==> config.mk <==
export PLATFORM = sky130hd
export DESIGN_NAME = uart_tx_arbiter
export DESIGN_NICKNAME = d
export VERILOG_FILES = /design/src/rtl/uart_tx_arbiter.sv
export SDC_FILE = /design/constraint.sdc
export NUM_CORES = 1
export LEC_CHECK = 0
export CAP_MARGIN = 10
export CORE_AREA = 2 2 94 73
export DETAILED_ROUTE_END_ITERATION = 8
export DIE_AREA = 0 0 96 75
export PLACE_DENSITY = 0.63
export SYNTH_ARGS = -nofsm -noshare
export SYNTH_HDL_FRONTEND = slang
export SYNTH_SLANG_ARGS = --single-unit
export TNS_END_PERCENT = 1
==> constraint.sdc <==
create_clock -name clk -period 2.7 [get_ports clk]
set_input_delay 0.27 -clock clk [delete_from_list [all_inputs] [get_ports clk]]
set_output_delay 0.27 -clock clk [all_outputs]
set_load 0.02 [all_outputs]
==> src/rtl/uart_tx_arbiter.sv <==
// uart_tx_arbiter: round-robin sharing of one uart transmitter between N_REQ
// byte producers. A granted byte is loaded into the uart, and then the arbiter
// waits for a full frame time, because the uart gives no busy indication.
module uart_tx_arbiter #(
    parameter int N_REQ       = 4,
    parameter int FRAME_CYC_0 = 104170,
    parameter int FRAME_CYC_1 = 8681
) (
    input  logic                     clk,
    input  logic                     n_rst,
    input  logic [N_REQ-1:0]         req,
    input  logic [8*N_REQ-1:0]       req_data,
    input  logic                     baud_sel,
    output logic [N_REQ-1:0]         gnt,
    output logic [7:0]               uart_tx_data,
    output logic                     uart_load,
    output logic                     uart_sel,
    output logic                     busy,
    output logic [$clog2(N_REQ)-1:0] last_id
);

    localparam int ID_W      = $clog2(N_REQ);
    localparam int FRAME_MAX = (FRAME_CYC_0 > FRAME_CYC_1) ? FRAME_CYC_0 : FRAME_CYC_1;
    localparam int CNT_W     = (FRAME_MAX > 1) ? $clog2(FRAME_MAX) : 1;

    localparam logic [CNT_W-1:0] CNT_LOAD_0 = CNT_W'(FRAME_CYC_0 - 1);
    localparam logic [CNT_W-1:0] CNT_LOAD_1 = CNT_W'(FRAME_CYC_1 - 1);
    localparam logic [ID_W-1:0]  LAST_RST   = ID_W'(N_REQ - 1);

    typedef enum logic [1:0] {
        ST_IDLE,
        ST_LOAD,
        ST_WAIT
    } state_t;

    state_t            state_q, state_d;
    logic [N_REQ-1:0]  gnt_q, gnt_d;
    logic [7:0]        data_q, data_d;
    logic              load_q, load_d;
    logic              sel_q, sel_d;
    logic              busy_q, busy_d;
    logic [ID_W-1:0]   last_id_q, last_id_d;
    logic [CNT_W-1:0]  cnt_q, cnt_d;

    logic [7:0]        data_arr [N_REQ];
    logic              win_found;
    logic [ID_W-1:0]   win_idx;

    // Unpack the flat byte bus so the winner's byte can be picked by index.
    always_comb begin
        for (int k = 0; k < N_REQ; k++) begin
            data_arr[k] = req_data[8*k +: 8];
        end
    end

    // Round-robin search starting just after the last granted requester; the
    // last winner is therefore checked last.
    always_comb begin
        int              cand;
        logic [ID_W-1:0] cand_idx;
        win_found = 1'b0;
        win_idx   = '0;
        cand      = 0;
        cand_idx  = '0;
        for (int i = 1; i <= N_REQ; i++) begin
            cand     = (int'(last_id_q) + i) % N_REQ;
            cand_idx = cand[ID_W-1:0];
            if (!win_found && req[cand_idx]) begin
                win_found = 1'b1;
                win_idx   = cand_idx;
            end
        end
    end

    // Next-state and registered-output logic; the grant, load strobe and byte
    // are set up on the IDLE->LOAD edge so they are visible during LOAD.
    always_comb begin
        state_d   = state_q;
        gnt_d     = '0;
        load_d    = 1'b0;
        data_d    = data_q;
        sel_d     = sel_q;
        last_id_d = last_id_q;
        cnt_d     = cnt_q;
        case (state_q)
            ST_IDLE: begin
                sel_d = baud_sel;
                if (win_found) begin
                    state_d          = ST_LOAD;
                    gnt_d[win_idx]   = 1'b1;
                    load_d           = 1'b1;
                    data_d           = data_arr[win_idx];
                    last_id_d        = win_idx;
                end
            end
            ST_LOAD: begin
                cnt_d   = sel_q ? CNT_LOAD_1 : CNT_LOAD_0;
                state_d = ST_WAIT;
            end
            ST_WAIT: begin
                if (cnt_q == '0) begin
                    state_d = ST_IDLE;
                end else begin
                    cnt_d = cnt_q - CNT_W'(1);
                end
            end
            default: begin
                state_d = ST_IDLE;
            end
        endcase
        busy_d = (state_d != ST_IDLE);
    end

    // State and output registers with synchronous active-low reset.
    always_ff @(posedge clk) begin
        if (!n_rst) begin
            state_q   <= ST_IDLE;
            gnt_q     <= '0;
            data_q    <= 8'h00;
            load_q    <= 1'b0;
            sel_q     <= 1'b0;
            busy_q    <= 1'b0;
            last_id_q <= LAST_RST;
            cnt_q     <= '0;
        end else begin
            state_q   <= state_d;
            gnt_q     <= gnt_d;
            data_q    <= data_d;
            load_q    <= load_d;
            sel_q     <= sel_d;
            busy_q    <= busy_d;
            last_id_q <= last_id_d;
            cnt_q     <= cnt_d;
        end
    end

    assign gnt          = gnt_q;
    assign uart_tx_data = data_q;
    assign uart_load    = load_q;
    assign uart_sel     = sel_q;
    assign busy         = busy_q;
    assign last_id      = last_id_q;

endmodule

==> Word-level counts from Yosys, hierarchy flattened <==
Cells that the tools add are included.
W data, S select, Z words.
{ "totals": {"in_bits": 39, "romBits": 0, "mem_count": 0, "word_cells": 67, "latchBits": 0, "ram_bits": 0, "register_bits": 36, "out_inout_bits": 17} }
{ "op_classes": {"reduce_logical": 15, "n_addsub": 5, "order_cmp": 7, "multipliers": 0, "n_div": 0, "mux": 28, "n_eq_ne": 3, "n_shift": 0, "bitwise_logic": 1} }
{ "ops": {"columns": ["cell", "count"], "rows": [
  ["$mux W17", 2],
  ["$pmux W17 S2", 1],
  ["$logic_not A17 Y1", 1],
  ["$sub A17 B1 Y17 const B", 1],
  ["$bmux W8 S2", 1],
  ["$mux W8", 2],
  ["$lt A2 B3 Y1 const B", 5],
  ["$mux W2", 6],
  ["$mux W1", 10],
  ["$bmux W1 S2", 4],
  ["$pmux W2 S3", 1],
  ["$reduce_and A2 Y1", 3],
  ["$add A2 B1 Y2 const B", 2],
  ["$add A2 B2 Y2 const B", 2],
  ["$logic_and A1 B1 Y1", 4],
  ["$reduce_bool A2 Y1", 2],
  ["$ge A3 B3 Y1 const B", 1],
  ["$logic_not A1 Y1", 3],
  ["$not A2 Y3", 1],
  ["$reduce_and A3 Y1", 1],
  ["$demux W1 S2", 1],
  ["$eq A2 B1 Y1 const B", 1],
  ["$eq A2 B2 Y1 const B", 1],
  ["$ge A2 B1 Y1 const B", 1],
  ["other kinds (2)", 2]
]} }

==> Longest topological paths before layout <==
{ "logic_depth": {"ltp_word": 17, "mapped_depth": 8, "ltp_nobuf": 7} }

==> Worst setup path after synthesis <==
Ideal clock, no wire load.
{ "synth_path": {"path_kind": "reg2reg", "from": "reg cnt_q[0]", "to": "reg cnt_q[6]", "setup_time_ns": 0.132, "slack_ns": 0.857, "required_time_ns": 2.568, "period_less_slack_ns": 1.843, "stages_incl_launch_ff": 9, "arrival_ns": 1.710, "n_path_buf": 1, "path_cell_list": "dfxtp_1 -> inv_1 -> ha_1 -> nor4b_1 -> and3_1 -> buf_2 -> a2111oi_0 -> xnor2_1 -> a21oi_1"} }
{ "synth_via": {"elab_chain_len": 3, "elab_cells_between_ends": 6, "cone_classes": "1 x add/sub; 1 x eq/ne; 2 x mux; 2 x reduce/logical"} }
{ "synth_rtl": {"columns": ["item", "line_no", "source"], "rows": [
  ["from (decl)", "43", "logic [CNT_W-1:0] cnt_q, cnt_d;"],
  ["from (signal assigned)", "133", "cnt_q <= cnt_d;"],
  ["$sub A17 B1 Y17 or $logic_not A17 Y1 (tied branches)", "104, 101", null],
  ["$mux W17 or $ne A2 B2 Y1 (tied branches)", null, null],
  ["$pmux W17 S2 or $reduce_and A2 Y1 (tied branches)", null, null]
]} }
Several ways; a longest one is shown, not always the timed one. The select of a mux whose other input is x is not followed.
A chain may end at the register's enable or synchronous reset.

==> Final worst setup path <==
{ "layout_path": {"from": "in req[3]", "to": "reg data_q[5] (netlist: uart_tx_data[5])"} }
{ "layout_via": {"elab_chain_len": 16, "elab_cells_between_ends": 27, "cone_classes": "19 x mux; 1 x bitwise; 7 x reduce/logical"} }
{ "layout_rtl": {"columns": ["item", "line_no", "source"], "rows": [
  ["from (decl)", "11", "input logic [N_REQ-1:0] req,"],
  ["$bmux W1 S2", "68", "if (!win_found && req[cand_idx]) begin"],
  ["$mux W1 (not written as such)", "68", null],
  ["$mux W1", "68", null],
  ["$logic_not A1 Y1", "68", null],
  ["$logic_and A1 B1 Y1", "68", null],
  ["$mux W1", "68", null],
  ["$logic_not A1 Y1", "68", null],
  ["$logic_and A1 B1 Y1", "68", null],
  ["$mux W1", "68", null],
  ["$logic_not A1 Y1", "68", null],
  ["$logic_and A1 B1 Y1", "68", null],
  ["$mux W2", "68", null],
  ["$not A2 Y3 (not written as such)", "92", "data_d = data_arr[win_idx];"],
  ["$bmux W8 S2", "92", null],
  ["$mux W8 (not written as such) (2 in series)", "92", null],
  ["to (signal assigned)", "128", "data_q <= data_d;"],
  ["to (decl)", "38", "logic [7:0] data_q, data_d;"]
]} }
Several ways; a longest one is shown, not always the timed one. The select of a mux whose other input is x is not followed.

==> impl_metrics.ini <==
[status]
status = completed

[power]
share_clk_of_total_power_pct = 22.5
total_power_mw = 2.11
cellLeakagePower_nw = 1.04
switching_share_pct = 37.9
ir_worst_vdd_v = 0.000410
internal_power_mw = 1.31
power_switching_uw = 800
combinational_share_of_power_pct = 42.7
power_density_cells_mw_per_mm2 = 785
sequential_fraction_of_design_power_pct = 34.8

[timing]
max_slew_headroom_pct = 42.4
fin_ws_ns = 0.534
unrepaired_setup_endpoints_after_global_routing = no
final-setup-viol-count = 0
finalSetupTns_ns = 0
final_period_minus_worst_setup_slack_ns = 2.17
final-hold-violation-count = 0
min_period_over_period_pct = 80.2
clock.fmax_mhz = 462
timing.clock.skew_ns = 0.0110
worst_pin_slew_ns = 0.862
final-max-slew-violation-count = 0

[clock_network]
max_buffers_root_to_sink = 2
clock_latency_at_the_later_pin_of_the_worst_skew_pair_ns = 0.29
numClockSinks = 36
clock_tree.root_cell = sky130_fd_sc_hd__clkbuf_8
cts_htree_levels = 2
post_cts_buffers = 0
cts-resized-gates = 0
tritoncts = built
cts-buffers-inserted = 5
clkTransAtPathRegs_ns = 0.08
post_cts_hold_buffer_count = 0

[placed_design]
dpl.cell_count = 356
place.port_buffers = 55
dp.final_hpwl_um = 4000
dpl_worst_slack_ns = 0.282
routabilityCongestion = 0.840

[global_route]
grt.total_usage_pct = 15.7
antenna_found_initial = 0
grt_pass1_wl_um = 8440
grt_overflow_total = 0
first_global_vias = 1752
grt_start_max_net_pins = 16

[synthesis]
synth_enable_flop_cells = 0
syn-instance-count = 226
seq_area_frac_synth_pct = 37.0
yosys_warnings = 0
synth-async-reset-ratio_pct = 0
yosys.cell_types.count = 44
ys.flop_type = sky130_fd_sc_hd__dfxtp_1
avg_cell_area_syn_um2 = 8.63
postSynthNetCount = 267
synth.top_cells.by_area = sky130_fd_sc_hd__dfxtp_1, sky130_fd_sc_hd__mux2i_1, sky130_fd_sc_hd__a21oi_1
syn-cell-area_mm2 = 0.00195
netlist.area_leader.share_pct = 37.0
synth.ff_latch_count = 36
synth_area_leader_cell = sky130_fd_sc_hd__dfxtp_1

[die]
top_level_ports = 56
floorplan.die_area_mm2 = 0.00720
dieWidth_um = 96
std_cell_rows = 25
core_area_mm2 = 0.00622
die_height_um = 75
start_util_pct = 31.3

[route]
routed-via-count = 1844
drt_iter0_drc = 95
vias_per_cell = 5.07
post-route-drc-count = 0
avgRoutedWirePerCell_um = 14.0
antenna_violating_nets_post_route = 0
route.final.wire_length_um = 5100
detail_route.first_pass.iterations = 5

[worst_hold_path]
min_delay_worst_endpoint = uart_tx_data[7]$_SDFFE_PN0P_
whs_path_depth = 2
timing.hold.worst.class = flop to flop
timing.hold.worst.start = uart_tx_data[7]$_SDFFE_PN0P_

[critical_path]
regToRegEndpoint = cnt_q[16]$_SDFFE_PN0P_
crit_required_ns = 2.90
kind_of_start_point_of_the_critical_path = input pin
critPathCaptureType = flop
critical_path_class = input pin to flop
ff2ff_path_depth = 5
wp_data_arrival_ns = 2.37
worst_r2r_startpoint = cnt_q[9]$_SDFFE_PN0P_
critical_path.max_fanout = 8
r2r_slack_ns = 0.61

[layout]
area_delta_synth_final_pct = 37.9
stdcell_count = 364
fin_nets = 323
layout.filler_cells = 627
num_antenna_cells = 0
layout_cell_share_with_drive_strength_beyond_1_pct = 6.71

[job]
maxCapViolCount = 0
[stage by stage]
stage / hold slack, ns / util, % / area (um2)
after global routing: 0.512 / 43.2 / 2690
after global placement: 0.454 / 41.4 / 2580
after CTS: 0.478 / 43.2 / 2690
final: 0.476 / 43.2 / 2690
after detailed placement: 0.458 / 41.4 / 2580
after floorplan: 0.406 / - / 1950
[cell type report]
cell class / count / area, um2 / share of cell area, %
multi-input combinational: 175 / 1160 / 43.2
inverter: 7 / 26.3 / 0.978
sequential: 36 / 721 / 26.8
clock inverter: 3 / 42.5 / 1.58
clock buffer: 5 / 68.8 / 2.56
tap: 81 / 101 / 3.77
timing repair buffer: 57 / 566 / 21.0
[cell families after synthesis]
| kind of cell | share of synthesized area (%) |
|---|---|
| AO/OA/AOI/OAI | 21.0 |
| XOR/XNOR | 3.15 |
| adder cells (fa/ha/maj) | 1.28 |
| buffers and inverters | 3.40 |
| flip-flops | 37.0 |
| multiplexers | 9.24 |
| AND/OR/NAND/NOR | 25.0 |
[cell usage in the layout (no fill, tap or decap), types with 3 or more instances in the layout]
master                            count
sky130_fd_sc_hd__xnor2_1              4
sky130_fd_sc_hd__o21ai_0              5
sky130_fd_sc_hd__nor2b_1              5
sky130_fd_sc_hd__o221ai_1             3
sky130_fd_sc_hd__dfxtp_1             36
sky130_fd_sc_hd__or2_2                3
sky130_fd_sc_hd__o21a_1               4
sky130_fd_sc_hd__nand2b_1             6
sky130_fd_sc_hd__o211ai_1             6
sky130_fd_sc_hd__mux2i_1             18
sky130_fd_sc_hd__nor4_1               3
sky130_fd_sc_hd__nor3_1               6
sky130_fd_sc_hd__a31oi_1              4
sky130_fd_sc_hd__nor2_1              22
sky130_fd_sc_hd__a21oi_1             17
sky130_fd_sc_hd__nand2_1             22
sky130_fd_sc_hd__or3_1                8
sky130_fd_sc_hd__o22a_1               3
sky130_fd_sc_hd__inv_1                7
sky130_fd_sc_hd__xor2_1               3
sky130_fd_sc_hd__clkbuf_8             5
sky130_fd_sc_hd__o2111ai_1            4
sky130_fd_sc_hd__clkdlybuf4s50_1     55
sky130_fd_sc_hd__nand3_1              4
[power groups by stage]
stage / sequential [mW] / clock (mW) / combinational [mW]
final: 0.734 / 0.474 / 0.901
after CTS: 0.733 / 0.486 / 0.905
after global routing: 0.749 / 0.514 / 1.00
after global placement: 0.744 / 0 / 0.892
after floorplan: 0.773 / 0 / 0.586
after detailed placement: 0.743 / 0 / 0.901
[synth_stat cells, drive strengths merged (4+ instances only)]
cell type,number
o21ai,6
nor2,22
a31oi,5
o2111ai,4
or3,9
nand2b,6
nor3,6
xnor2,4
dfxtp,36
clkbuf,4
nor2b,5
o211ai,6
nand3,4
o21a,4
nor4,4
inv,7
nand2,22
a21oi,17
buf,4
mux2i,18
[worst max-delay path, cell delays in order]
cell	delay [ns]
sky130_fd_sc_hd__clkdlybuf4s50_1	0.58
sky130_fd_sc_hd__nor4_1	0.09
sky130_fd_sc_hd__nor3_1	0.51
sky130_fd_sc_hd__nand2_1	0.30
sky130_fd_sc_hd__inv_1	0.19
sky130_fd_sc_hd__nand2_1	0.16
sky130_fd_sc_hd__o211ai_1	0.27
[worst max path at each step]
stage,start,endpoint,slack [ns],cells after the start
2_1_floorplan,cnt_q[0]$_SDFFE_PN0P_,cnt_q[6]$_SDFFE_PN0P_,0.86,8
3_3_place_gp,req[1],uart_tx_data[5]$_SDFFE_PN0P_,0.36,6
3_5_place_dp,req[1],uart_tx_data[5]$_SDFFE_PN0P_,0.28,6
4_1_cts,req[3],uart_tx_data[5]$_SDFFE_PN0P_,0.55,7
5_1_grt,req[3],uart_tx_data[7]$_SDFFE_PN0P_,0.27,7
6_report,req[3],uart_tx_data[5]$_SDFFE_PN0P_,0.53,7
[state kept, by name, indices dropped and copies added, names as in the netlist]
register	flops
uart_sel	1
gnt	4
last_id	2
busy	1
uart_tx_data	8
cnt_q	17
uart_load	1
state_q	2
[layer usage]
metal | share of wire [%] | up-vias | track usage [%]
met2 | 47 | 33 | 24.8
met3 | 3.3 | 2 | 4.40
li1 | - | 938 | -
met1 | 49 | 871 | 20.9
met4 | 0.80 | 0 | 4.76
met5 | 0 | - | 0
No activity file was read; power rests on OpenSTA's default activity.
